**config.mk**
```make
export PLATFORM = sky130hd
export DESIGN_NAME = elastic_pipe
export DESIGN_NICKNAME = d
export VERILOG_FILES = /design/src/rtl/elastic_pipe.sv
export SDC_FILE = /design/constraint.sdc
export NUM_CORES = 1
export LEC_CHECK = 0
export ABC_CLOCK_PERIOD_IN_PS = 3290
export CAP_MARGIN = 20
export CORE_ASPECT_RATIO = 1.4
export CORE_UTILIZATION = 58
export CTS_BUF_LIST = sky130_fd_sc_hd__clkbuf_2 sky130_fd_sc_hd__clkbuf_4 sky130_fd_sc_hd__clkbuf_8
export CTS_CLUSTER_SIZE = 28
export DETAILED_ROUTE_END_ITERATION = 6
export PLACE_DENSITY_LB_ADDON = 0.08
export SETUP_SLACK_MARGIN = 0.4
export SLEW_MARGIN = 20
export SYNTH_ARGS = -nofsm -noshare
export SYNTH_HDL_FRONTEND = slang
export SYNTH_SLANG_ARGS = --single-unit
```
**constraint.sdc**
```tcl
create_clock -name clk -period 3.29 [get_ports clk]
set_input_delay 0.987 -clock clk [delete_from_list [all_inputs] [get_ports clk]]
set_output_delay 0.987 -clock clk [all_outputs]
set_load 0.05 [all_outputs]
```
**src/rtl/elastic_pipe.sv**
```systemverilog
// rtl/elastic_pipe.sv - WIDTH x DEPTH elastic register pipeline with valid/ready on both ends
// Optional observe-only stage tap: define ELASTIC_PIPE_TAP_EN to add tap_sel/tap_valid/tap_data.
`timescale 1ns/1ps

module elastic_pipe #(
  parameter  int WIDTH = 8,
  parameter  int DEPTH = 4,
  localparam int LVLW  = $clog2(DEPTH + 1)
) (
  input  logic             clk,
  input  logic             rstn,
  input  logic             in_valid,
  input  logic [WIDTH-1:0] in_data,
  output logic             in_ready,
  output logic             out_valid,
  output logic [WIDTH-1:0] out_data,
  input  logic             out_ready,
  input  logic             flush,
  output logic [LVLW-1:0]  level
`ifdef ELASTIC_PIPE_TAP_EN
  ,
  input  logic [((DEPTH > 1) ? $clog2(DEPTH) : 1)-1:0] tap_sel,
  output logic                                         tap_valid,
  output logic [WIDTH-1:0]                             tap_data
`endif
);

  // Per-stage state: valid bit and data word; stage DEPTH-1 faces downstream.
  logic [DEPTH-1:0] r_v;
  logic [WIDTH-1:0] r_d [DEPTH];
  logic [LVLW-1:0]  r_level;

  logic [DEPTH-1:0] w_rdy;
  logic             w_full_acc;
  logic             w_accept;
  logic [DEPTH-1:0] w_src_valid;
  logic [WIDTH-1:0] w_src_data [DEPTH];
  logic [DEPTH-1:0] w_v_next;
  logic [LVLW-1:0]  w_level_next;

  // Ready chain: a stage can take a beat unless it and every stage after it are full
  // while the output is stalled. Written as a running AND so no vector feeds itself.
  always_comb begin
    w_rdy      = '0;
    w_full_acc = 1'b1;
    for (int i = DEPTH - 1; i >= 0; i--) begin
      w_full_acc = w_full_acc & r_v[i];
      w_rdy[i]   = ~w_full_acc | out_ready;
    end
  end

  assign in_ready = w_rdy[0] & ~flush & rstn;
  assign w_accept = in_valid & in_ready;

  // Source of each stage: the input port for stage 0, the previous stage otherwise.
  always_comb begin
    w_src_valid    = '0;
    w_src_valid[0] = w_accept;
    w_src_data[0]  = in_data;
    for (int i = 1; i < DEPTH; i++) begin
      w_src_valid[i] = r_v[i-1];
      w_src_data[i]  = r_d[i-1];
    end
  end

  // Next valid vector: flush empties everything, a ready stage loads its source,
  // a stalled stage keeps its beat.
  always_comb begin
    w_v_next = '0;
    for (int i = 0; i < DEPTH; i++) begin
      if (flush) begin
        w_v_next[i] = 1'b0;
      end else if (w_rdy[i]) begin
        w_v_next[i] = w_src_valid[i];
      end else begin
        w_v_next[i] = r_v[i];
      end
    end
  end

  // Occupancy of the next state, so level is registered alongside the valid bits.
  always_comb begin
    w_level_next = '0;
    for (int i = 0; i < DEPTH; i++) begin
      w_level_next = w_level_next + LVLW'(w_v_next[i]);
    end
  end

  // Stage registers: all stages move on the same edge using the old predecessor value;
  // data only loads with a valid beat so an idle stage keeps its last word.
  always_ff @(posedge clk or negedge rstn) begin
    if (!rstn) begin
      r_v     <= '0;
      r_level <= '0;
      for (int i = 0; i < DEPTH; i++) begin
        r_d[i] <= '0;
      end
    end else begin
      r_v     <= w_v_next;
      r_level <= w_level_next;
      for (int i = 0; i < DEPTH; i++) begin
        if (flush) begin
          r_d[i] <= '0;
        end else if (w_rdy[i] && w_src_valid[i]) begin
          r_d[i] <= w_src_data[i];
        end
      end
    end
  end

  assign out_valid = r_v[DEPTH-1];
  assign out_data  = r_d[DEPTH-1];
  assign level     = r_level;

`ifdef ELASTIC_PIPE_TAP_EN
  // Observe-only tap of one stage; out-of-range selects read as an empty stage.
  always_comb begin
    tap_valid = 1'b0;
    tap_data  = '0;
    if (int'(tap_sel) < DEPTH) begin
      tap_valid = r_v[tap_sel];
      tap_data  = r_d[tap_sel];
    end
  end
`endif

endmodule
```
* Word-level counts from Yosys, hierarchy flattened
Cells that the tools add are included.
** Cells by class
- Reduce and logical (&&, ||, !) cells :: 8
- Bitwise gates (word level) :: 15
- Add/subtract/negate cells :: 3
- Multiplexer cells :: 16
** Operator list (count)
- 2-to-1 mux 8 bit :: 8
- 2-to-1 mux 1 bit :: 8
- nonzero test 2 bit :: 4
- bitwise AND 1 bit :: 6
- inverter 1 bit :: 5
- logical AND 1 bit :: 4
- bitwise OR 1 bit :: 4
- adder 2 x 1 -> 3 bit :: 1
- adder 3 x 1 -> 3 bit :: 1
- adder 1 x 1 -> 2 bit :: 1
** Storage, ports and cells
- Bits of input ports :: 13
- Output and inout bits :: 13
- Flip-flop bits (word level) :: 39
- Logic and storage cells :: 48

* Depth between registers and ports, before layout
- Depth in word-level cells :: 13
- Mapped depth :: 8
- Mapped depth without buffers :: 7

* Worst setup path before layout
No wires, ideal clock.
- Path type :: in2out
- From :: in out_ready
- To :: out in_ready
- Data arrival time :: 1838 ps
- Cell stages on the path :: 4
- Required time :: 2303 ps
- Slack :: 465 ps
- Buffers on the path :: 1
- Cell sequence :: and4b_1 > buf_6 > nand2_1 > and3_1
** Between the ends
- Longest elaborated chain between the ends :: 3
** Ends and longest elaborated chain
- from (decl) :: RTL line 17 : input logic out_ready,
- bitwise OR 1 bit :: RTL line 48 : w_rdy[i] = ~w_full_acc | out_ready;
- bitwise AND 1 bit (2 in series) :: RTL line 52 : assign in_ready = w_rdy[0] & ~flush & rstn;
- to (decl) :: RTL line 14 : output logic in_ready,
No other way between the ends.

* Worst setup path after layout
Ends and elaborated chain as after synthesis.

==> results by group <==
Timing
  – Setup TNS: 0 ns
  – Actual slew at the worst max-slew pin: 0.509 ns
  – F_max: 351 MHz
  – Slew Viols, Final: 0
  – Setup repair after global routing missed its margin: no
  – Final Hold Vio Count: 0
  – Slew headroom: 0.659
  – Setup violations, final: 0
  – Period utilisation layout: 0.865
  – Worst Setup Slack, final: 0.443 ns
  – Final Critical Period: about 2.8 ns
  – Worst Skew: 0.00655 ns

Synthesis
  – Post-synthesis sequential area ratio: 0.517
  – Synth Warn #: 0
  – Synth Area per Inst: 10.4 sq um
  – Main flop type after synthesis: dfrtp_1
  – Post-synth top area share: 0.517
  – Yosys reg bits: 39
  – Largest cells by area after synthesis: dfrtp_1, mux2i_1, nand2_1, a32oi_1, buf_4
  – Count of different cell masters after synthesis: 29
  – EDFF count, synth: 0
  – Post-Synthesis Net Count: 198
  – Top-count cell post-synth: dfrtp_1
  – Post-synth ARST share: 1.00
  – Synth top cells by count: dfrtp_1, nand2_1, mux2i_1, a21oi_1
  – Post-Syn Area: roughly 1900 sq um
  – Cell taking the most area after synthesis: dfrtp_1
  – Post-Syn Instances: 182

Critical path
  – FF-to-FF Start: r_v[2]
  – Setup crit start kind: primary input
  – CP Cell Sequence: clkdlybuf4s15_1 -> and4b_1 -> nand2_2 -> and3_4 -> buf_8
  – Worst Path Max Fanout: 3
  – CP Data Arrival Time: 1.86 ns
  – CP Data Required Time: 2.30 ns
  – CP startpoint: out_ready
  – CP peak stage delay: 0.30 ns
  – Worst Setup Path Type: in -> out
  – FF-to-FF path depth: 8
  – Reg2reg setup slack: 0.91 ns
  – Crit path capture: in_ready
  – Worst setup EP type: output pin
  – Reg-to-reg endpoint: level[1]
  – Slowest CP cell: and4b_1

Route
  – Remaining DRCs: 0
  – DR iter-0 viols: 31
  – Final WL: 3.39 mm
  – Routed WL per cell: 14.2 um
  – Number of detailed-route iterations in the first pass: 5
  – Via count: between 1000 and 1500
  – ANT nets after route: 0
  – Avg Vias per Cell: 5.76

Placement
  – Post-place setup slack: between 0.08 and 0.09 ns
  – # port buffers: 25
  – Placer Congestion: 0.720
  – HPWL after DPL: approximately 2.4 mm

Global routing
  – Overflow after GRT: 0
  – Largest net degree at the start of global routing: just over 40
  – First-pass GRT wire length: 5.96 mm
  – Initial antenna violation count: 0
  – Number of global-route vias before repair: 1395
  – GRT Overall Usage: 0.226

Power
  – Switching part of the total power: 0.235
  – Sw Pwr: 0.221 mW
  – Peak supply drop: between 400 and 500 uV
  – Leak: between 1 and 1.5 nW
  – Flop pwr share: 0.534
  – Total power divided by cell area: roughly 420 nW/um^2
  – Clock share of power: 0.373
  – Logic gate share of total power: 0.093
  – Power Internal: 0.718 mW

Die
  – Initial Util: 0.605
  – I/O pin count: 26
  – Std cell rows: 24
  – Chip height: 69.5 um
  – DIE WIDTH: between 50 and 60 um
  – Core Region: 3120 sq um
  – Die Area: 3490 sq um

Job
  – Max-Cap Viols: 0

Cells and area
  – Fillers: 263
  – Net count, final: about 220
  – Layout cell share with drive strength beyond 1: 0.120
  – Area Growth Syn to Fin: 17.8%
  – Ant diodes: 0

Clocking
  – Clock transition at path regs: approximately 0.07 ns
  – Clk root buf: clkbuf_8
  – Hold Buf Count CTS: 0
  – Clock Latency Late Sink: 0.29 ns
  – Clock Tree Buf Depth: 2
  – H-tree depth: 2
  – CTS sink cnt: 39
  – Num CTS Buffers: 5
  – CTS tree: yes

Outcome
  – Status: finished, final reports clean

Min path
  – Hold WC Path Type: reg -> reg
cells by family after synthesis:
kind of cell	Yosys count	share of synthesized area
fa+ha+maj	3	0.0239
buf+inv	29	0.0848
mux	16	0.0848
compound gates	38	0.144
flops	39	0.517
simple gates	57	0.146
layer usage:
layer / routed length (um) / GRT usage
met5: 0 / 0
met4: 23 / 0.0667
met3: 129 / 0.0614
met2: 1930 / 0.425
met1: 1300 / 0.233
final cells by class:
| cell class | instances | area, sq um | share of cell area |
|---|---|---|---|
| Clock buffer | 7 | 96.3 | 0.0433 |
| Tap cell | 39 | 48.8 | 0.0219 |
| Timing Repair Buffer | 33 | 313 | 0.141 |
| Sequential cell | 39 | 976 | 0.439 |
| Multi-Input combinational cell | 114 | 759 | 0.341 |
| Inverter | 6 | 23.8 | 0.0107 |
| Clock inverter | 1 | 7.51 | 0.00337 |
layout by cell type, fill, tap and decap left out, types with 7 or more instances in the layout:
cell type	Yosys	routed
nand4_1	8	8
clkdlybuf4s50_1	0	21
dfrtp_1	39	39
mux2i_1	16	16
nand3_1	8	8
clkbuf_8	0	7
buf_4	9	8
nand2_1	34	33
a32oi_1	8	8
a21oi_1	10	10
o21ai_0	9	9
o311ai_0	7	7
metrics by stage:
stage | power (mW) | area [sq um] | util | hold WS (ns) | cells
after global placement | 0.592 | 2090 | 0.671 | 0.519 | 230
after floorplan | 0.556 | 1890 | - | 0.506 | 182
final | 0.939 | 2220 | 0.712 | 0.541 | 239
after detailed placement | 0.597 | 2090 | 0.671 | 0.532 | 230
after global routing | 0.974 | 2220 | 0.712 | 0.558 | 239
after CTS | 0.952 | 2220 | 0.712 | 0.541 | 239
worst max-delay path, delay by kind of cell:
family,cells,cell delay [ns]
buf+inv,2,0.33
simple gates,3,0.54
state kept, by name (all words and copies together), names as in the netlist:
register	cells
level	3
r_v	4
r_d	24
out_data	8
worst min path at each step:
stage	start	to	cells past startpoint
finish	r_d[22]	r_d[14]	2
global placement	r_d[17]	r_d[9]	2
CTS	r_d[22]	r_d[14]	2
floorplan	r_d[18]	r_d[10]	2
global route	r_d[18]	r_d[10]	2
detailed placement	r_d[11]	r_d[11]	2
power groups by stage:
stage,Combinational (mW),Sequential [mW],Clock [mW]
after floorplan,0.0429,0.513,0
after global placement,0.0820,0.510,0
after detailed placement,0.0862,0.511,0
after CTS,0.0880,0.501,0.363
after global routing,0.0965,0.503,0.375
final,0.0869,0.502,0.350
what timing repair did:
action / CTS / global route
resized for setup: 7 / 1
pin swaps: 1 / 0
setup endpoints to repair: 1 / 1
buffers inserted: 1 / 0
Note: power is estimated with default switching activity, not from simulation.
